`config.mk`:
```
export PLATFORM = sky130hd
export DESIGN_NAME = mult_dot_accum
export DESIGN_NICKNAME = d
export VERILOG_FILES = /design/src/rtl/mult_dot_accum.sv
export SDC_FILE = /design/constraint.sdc
export NUM_CORES = 1
export LEC_CHECK = 0
export CORE_MARGIN = 5
export CORE_UTILIZATION = 57
export CTS_BUF_LIST = sky130_fd_sc_hd__clkbuf_8 sky130_fd_sc_hd__clkbuf_16
export CTS_CLUSTER_DIAMETER = 40
export DETAILED_ROUTE_END_ITERATION = 10
export DONT_BUFFER_PORTS = 1
export PLACE_DENSITY = 0.78
export RECOVER_POWER = 50
export SYNTH_ARGS = -nofsm -noshare
export SYNTH_HDL_FRONTEND = slang
export SYNTH_SLANG_ARGS = --single-unit
export TNS_END_PERCENT = 20
```
`constraint.sdc`:
```
create_clock -name clk -period 2.4 [get_ports clk]
set_input_delay 0.36 -clock clk [delete_from_list [all_inputs] [get_ports clk]]
set_output_delay 0.36 -clock clk [all_outputs]
set_load 0.1 [all_outputs]
```
`src/rtl/mult_dot_accum.sv`:
```
// Dot-product accumulator downstream of the 4x4 multiplier core.
// Sums a group of 8-bit products and presents the sum on a valid/ready output.
module mult_dot_accum #(
  parameter int unsigned ACC_W     = 16,
  parameter int unsigned MAX_TERMS = 16,
  parameter bit          SAT       = 1'b1
) (
  input  logic             clk,
  input  logic             rst_n,
  input  logic [7:0]       prod_in,
  input  logic             in_valid,
  input  logic             in_last,
  output logic             in_ready,
  output logic [ACC_W-1:0] out_data,
  output logic [7:0]       out_count,
  output logic             out_ovf,
  output logic             out_valid,
  input  logic             out_ready
);

  localparam int unsigned CNT_W = 8;

  typedef enum logic [1:0] {
    IDLE  = 2'd0,
    ACCUM = 2'd1,
    HOLD  = 2'd2
  } state_t;

  state_t             r_state;
  state_t             w_state_nxt;
  logic [ACC_W-1:0]   r_acc;
  logic [ACC_W-1:0]   w_acc_nxt;
  logic [CNT_W-1:0]   r_cnt;
  logic [CNT_W-1:0]   w_cnt_nxt;
  logic               r_ovf;
  logic               w_ovf_nxt;
  logic               r_in_ready;
  logic               r_out_valid;
  logic [ACC_W-1:0]   r_out_data;
  logic [CNT_W-1:0]   r_out_count;
  logic               r_out_ovf;

  logic               w_accept;
  logic               w_close;
  logic               w_out_hs;
  logic [ACC_W:0]     w_sum;
  logic [ACC_W-1:0]   w_acc_add;
  logic [CNT_W-1:0]   w_cnt_inc;
  logic               w_ovf_add;

  // Beat datapath: one extra sum bit exposes overflow for the saturate/wrap choice.
  assign w_accept  = in_valid & r_in_ready;
  assign w_out_hs  = r_out_valid & out_ready;
  assign w_sum     = {1'b0, r_acc} + (ACC_W+1)'(prod_in);
  assign w_acc_add = (w_sum[ACC_W] && SAT) ? {ACC_W{1'b1}} : w_sum[ACC_W-1:0];
  assign w_ovf_add = r_ovf | w_sum[ACC_W];
  assign w_cnt_inc = r_cnt + CNT_W'(1);
  assign w_close   = in_last | (w_cnt_inc == CNT_W'(MAX_TERMS));

  always_comb begin
    w_state_nxt = r_state;
    w_acc_nxt   = r_acc;
    w_cnt_nxt   = r_cnt;
    w_ovf_nxt   = r_ovf;
    case (r_state)
      IDLE, ACCUM: begin
        if (w_accept) begin
          w_acc_nxt   = w_acc_add;
          w_cnt_nxt   = w_cnt_inc;
          w_ovf_nxt   = w_ovf_add;
          w_state_nxt = w_close ? HOLD : ACCUM;
        end
      end
      HOLD: begin
        if (w_out_hs) begin
          w_acc_nxt   = '0;
          w_cnt_nxt   = '0;
          w_ovf_nxt   = 1'b0;
          w_state_nxt = IDLE;
        end
      end
      default: begin
        w_acc_nxt   = '0;
        w_cnt_nxt   = '0;
        w_ovf_nxt   = 1'b0;
        w_state_nxt = IDLE;
      end
    endcase
  end

  // Handshake flags follow the next state, so in_ready never sees out_ready combinationally.
  always_ff @(posedge clk) begin
    if (!rst_n) begin
      r_state     <= IDLE;
      r_acc       <= '0;
      r_cnt       <= '0;
      r_ovf       <= 1'b0;
      r_in_ready  <= 1'b0;
      r_out_valid <= 1'b0;
      r_out_data  <= '0;
      r_out_count <= '0;
      r_out_ovf   <= 1'b0;
    end else begin
      r_state     <= w_state_nxt;
      r_acc       <= w_acc_nxt;
      r_cnt       <= w_cnt_nxt;
      r_ovf       <= w_ovf_nxt;
      r_in_ready  <= (w_state_nxt != HOLD);
      r_out_valid <= (w_state_nxt == HOLD);
      if (w_accept && w_close) begin
        r_out_data  <= w_acc_add;
        r_out_count <= w_cnt_inc;
        r_out_ovf   <= w_ovf_add;
      end
    end
  end

  assign in_ready  = r_in_ready;
  assign out_valid = r_out_valid;
  assign out_data  = r_out_data;
  assign out_count = r_out_count;
  assign out_ovf   = r_out_ovf;

endmodule

```
# Word-level counts from Yosys, hierarchy flattened
# Index checks and enable logic that the tools add are counted.
op_classes:
  n_addsub: 2
  n_eq_ne: 7
  mux: 14
  bitwise_logic: 4
  n_reduce_logical: 4
ops:
  columns: ["cell", "n"]
  rows:
  - ["$mux 16", 3]
  - ["$pmux 16 s2", 1]
  - ["$add 16x8->17", 1]
  - ["$mux 8", 2]
  - ["$pmux 8 s2", 1]
  - ["$add 8x1->8 const B", 1]
  - ["$eq 8x5->1 const B", 1]
  - ["$mux 2", 3]
  - ["$ne 2x2->1 const B", 3]
  - ["$eq 2x2->1 const B", 2]
  - ["$pmux 2 s2", 1]
  - ["$and 1x1->1", 2]
  - ["$eq 2x1->1 const B", 1]
  - ["$logic_not 2->1", 1]
  - ["$mux 1", 2]
  - ["$or 1x1->1", 2]
  - ["$pmux 1 s2", 1]
  - ["$reduce_and 2->1", 1]
  - ["$reduce_or 2->1", 1]
  - ["$logic_and 1x1->1", 1]
word_totals:
  reg_bits: 54
  out_inout_bits: 27

# Depth between registers and ports, before layout
logic_depth:
  ltp_word: 7
  depth_mapped: 8
  ltp_nobuf: 7

# Worst setup path before layout
# OpenSTA, ideal clock, no wires.
synth_timing:
  kind: "input to register"
  startpoint: "input port prod_in[0]"
  endpoint: "register r_acc[11]"
  setup_time_ns: 0.138
  t_arrival_ns: 2.176
  t_required_ns: 2.262
  setup_slack_ns: 0.086
  cell_stages: 8
  path_buffers: 1
  cell_sequence: "ha_1 fa_1 a211oi_2 o211ai_2 and3b_1 buf_2 nor4_1 nor3_1"
synth_via:
  elab_chain_len: 4
synth_lines:
  columns: ["item", "line", "text"]
  rows:
  - ["from (decl)", "10", "input logic [7:0] prod_in,"]
  - ["$add 16x8->17", "54", "assign w_sum = {1'b0, r_acc} + (ACC_W+1)'(prod_in);"]
  - ["$mux 16", "55", "assign w_acc_add = (w_sum[ACC_W] && SAT) ? {ACC_W{1'b1}} : w_sum[ACC_W-1:0];"]
  - ["$mux 16", "67", "if (w_accept) begin"]
  - ["$pmux 16 s2", "65", "case (r_state)"]
  - ["to (signal assigned)", "105", "r_acc <= w_acc_nxt;"]
  - ["to (decl)", "31", "logic [ACC_W-1:0] r_acc;"]
# Every way passes these cells. The select of a mux whose other input is x is not followed.
# A chain may end at the register's enable or synchronous reset.

# Worst setup path after layout
layout_timing:
  startpoint: "register r_cnt[1]"
  endpoint: "register r_out_data[3] (netlist: out_data[3])"
layout_via:
  elab_chain_len: 4
layout_lines:
  columns: ["item", "line", "text"]
  rows:
  - ["from (decl)", "33", "logic [CNT_W-1:0] r_cnt;"]
  - ["from (signal assigned)", "106", "r_cnt <= w_cnt_nxt;"]
  - ["$add 8x1->8", "57", "assign w_cnt_inc = r_cnt + CNT_W'(1);"]
  - ["$eq 8x5->1", "58", "assign w_close = in_last | (w_cnt_inc == CNT_W'(MAX_TERMS));"]
  - ["$or 1x1->1", "58", null]
  - ["$logic_and 1x1->1", "110", "if (w_accept && w_close) begin"]
  - ["to (signal assigned)", "111", "r_out_data <= w_acc_add;"]
  - ["to (decl)", "39", "logic [ACC_W-1:0] r_out_data;"]
# Every way passes these cells.

==> results.py <==
metrics = {
    "yosys": {
        "synth_top_family_by_area": "compound AO/OA/AOI/OAI gates",
        "synth_nets": 364,
        "synthSimpleGateAreaFrac_pct": 20.4,
        "async_reset_ff_share_pct": 0,
        "synth_mux_area_share_pct": 0.694,
        "synthXorXnorAreaFrac_pct": 4.55,
        "syn_area_um2": 2890,
        "ys_types": 53,
        "ys_ff_latch": 54,
        "seq_area_frac_synth_pct": 37.5,
        "synthCells": 341,
        "syn_avg_cell_area_um2": 8.46,
        "yosys_warnings": 0,
        "synth_edf_count": 0,
        "synth_compound_area_share_pct": 27.0,
        "synthFlopType": "dfxtp_1",
        "yosys.area_share.adder_pct": 4.59,
    },
    "cells_and_area": {
        "fillers": 478,
        "seq_area_um2": 1080,
        "final_cells": 434,
        "n_antenna_cell": 0,
        "multiInputGateArea_um2": 1660,
        "drive_gt1_share_pct": 10.4,
        "nets": 387,
        "area_delta_synth_final_pct": 8.80,
    },
    "floorplan": {
        "coreArea_um2": 5010,
        "rows": 26,
        "pin_count": 40,
        "die_area_um2": 6590,
        "die_h_um": 81.2,
        "die_w_um": 81.2,
        "initial_utilization_pct": 57.6,
    },
    "cts": {
        "postCtsSetupRepairBufs": 0,
        "clockRootBuffer": "clkbuf_8",
        "numCtsBuffers": 5,
        "clockBufferDepth": 2,
        "cts_tree": "done",
        "clk_latency_ns": 0.31,
        "htree_levels": 2,
        "cts_resized": 0,
        "postCtsHoldBufs": 0,
        "clkTransAtPathRegs_ns": 0.10,
        "clock_sinks": 54,
    },
    "timing": {
        "min_period_ns": 2.22,
        "drv_slew": 0,
        "finalCritPeriodShare_pct": 92.6,
        "slew_headroom_pct": 16.2,
        "fin_worst_skew_ns": 0.00693,
        "max_slew.worst_pin.slew_ns": 1.26,
        "rsz0062_at_grt": "no",
        "setup_ws_ns": 0.177,
        "fmax_ghz": 0.450,
        "finalSetupViolCount": 0,
        "hold_violations": 0,
    },
    "global_route": {
        "grt_start_max_net_pins": 38,
        "antenna_found_initial": 0,
        "grt_pass1_wl_um": 12000,
        "grt_pass1_vias": 2573,
        "gr-total-overflow": 0,
        "grt_usage_pct": 23.0,
    },
    "worst_hold_path": {
        "worst_hold_path.num_cells": 1,
        "hp-start": "rst_n",
        "worstHoldPathType": "in2reg",
        "whs_endpoint": "r_state[1]",
    },
    "pwr": {
        "powerDensity_nw_per_um2": 606,
        "p_leak_nw": 1.09,
        "total_power_mw": 1.90,
        "vdd_drop_max_v": 0.000300,
    },
    "setup_path": {
        "r2r_cells": 7,
        "cp_max_fo": 12,
        "cp-end-kind": "register",
        "cp.required_ns": 2.63,
        "worst-setup-path-type": "reg2reg",
        "start_kind": "register",
        "worstSetupStartpoint": "r_cnt[1]",
        "critical_path_arrival_ns": 2.45,
        "rr_endpoint": "out_data[3]",
        "reg2reg_setup_slack_ns": 0.18,
        "rr_startpoint": "r_cnt[1]",
    },
    "place": {
        "dpl_worst_slack_ns": -0.00197,
        "gp_congestion": 0.956,
        "place_inst": 427,
        "portBuffers": 0,
        "hpwl_um": 5180,
    },
    "detailed_routing": {
        "ant_nets": 0,
        "wl_per_cell_um": 16.7,
        "wl_um": 7240,
        "drtPass1Iterations": 6,
        "viasPerCell": 6.35,
        "drc": 0,
        "dr_total_vias": 2756,
        "first_iter_violations": 256,
    },
    "run": {
        "cap_violations": 0,
    },
    "status": {
        "outcome": "completed",
    },
}
[logic make-up after synthesis]
| kind of cell | count (synthesis) |
|---|---|
| AOI/OAI and AO/OA | 116 |
| xor gates and xnor gates | 15 |
| and+or+nand+nor | 112 |
| adders and majority gates | 10 |
| DFF | 54 |
| muxes | 2 |
| buffers and inverters | 32 |
[per-layer routing]
metal	track usage, %	vias to the layer above	routed length [um]	part of all wire, %
li1	-	1309	-	-
met1	29.0	1275	3020	42
met2	37.7	146	3450	48
met3	6.43	26	630	8.7
met4	7.60	0	146	2.0
met5	0	-	0	0
[synth_stat cells (all sizes together), types with 7 or more instances]
library cell  number  area, um^2
nand2             24        90.1
dfxtp             54        1080
ha                 9         113
buf               10        67.6
xnor2              8        70.1
o211ai             8        65.1
xor2               7        61.3
inv                7        26.3
a211oi            10        80.1
o21ai             25         125
a21oi             41         209
nor4              10        77.6
nor3              22         110
clkbuf            15        57.6
nor2              21        86.3
nand3             11        60.1
[sequential cells by signal, summed over array words and instances, names as in the netlist]
name and flops:
out_count 8, r_state 2, out_valid 1, in_ready 1
r_acc 16, out_data 16, r_ovf 1, r_cnt 8
out_ovf 1
[report_power, final]
group          leakage (nW)  internal [mW]  total, mW  switching [mW]
sequential            0.439          0.930      0.951          0.0205
combinational         0.605          0.115      0.459           0.344
clock                0.0414          0.197      0.493           0.296
total                  1.09           1.24       1.90           0.660
[how the worst max path moves through the flow]
stage                     slack (ns)  cells past startpoint      endpoint
after global routing            0.03                      7   out_data[5]
after floorplan                 0.09                      8     r_acc[11]
after CTS                       0.05                      8  out_data[11]
after detailed placement      -0.002                      8  out_data[11]
final                           0.18                      7   out_data[3]
after global placement          0.08                      8   out_data[9]
[stage by stage]
step / cell area [um^2] / util (%) / hold WS (ns) / TNS [ns]
finish: 3140 / 62.7 / 0.173 / 0
global route: 3140 / 62.7 / 0.169 / 0
CTS: 3240 / 64.6 / 0.167 / 0
detailed placement: 3160 / 63.0 / 0.453 / -0.00197
global placement: 3160 / 63.0 / 0.441 / 0
floorplan: 2890 / - / 0.436 / 0
[cell usage in the layout (no fill, tap or decap), types with 2 or more instances in the layout]
cell,netlist,routed
and2_1,6,4
nand3_1,10,10
xor2_1,7,7
o21ai_1,1,2
a21o_1,4,4
mux2i_1,2,2
and2_0,0,2
ha_1,9,9
nand2_1,24,24
o31ai_1,1,2
xnor2_1,8,8
nand3b_1,2,2
nor4_2,0,2
dfxtp_1,54,54
a211oi_1,9,9
o21ai_0,24,23
clkbuf_8,0,5
nor2_1,20,20
o221a_2,5,5
nand4_1,5,5
buf_4,2,13
inv_1,7,8
a31o_2,2,2
and3b_1,2,2
clkbuf_1,14,28
a22oi_1,5,5
nor3_1,22,22
a31oi_1,2,2
nor2b_1,4,4
a41oi_1,3,3
a41o_1,2,2
a21oi_1,40,40
nor4_1,9,7
o211ai_1,7,7
[critical path, cell delays in order, from the launching register on]
cell     delay [ns]
dfxtp_1        0.38
ha_1           0.29
nand2_1        0.10
or3_4          0.35
o31ai_4        0.41
buf_4          0.28
a21oi_1        0.08
nor3_1         0.24
[cell type report]
| class | count | area share [%] |
|---|---|---|
| Tap cell | 70 | 2.79 |
| Timing Repair Buffer | 41 | 6.45 |
| Clock buffer | 5 | 2.19 |
| Clock inverter | 2 | 0.359 |
| Multi-Input combinational cell | 255 | 52.9 |
| Sequential cell | 54 | 34.4 |
| Inverter | 7 | 0.837 |
(Power assumes the default switching activity.)
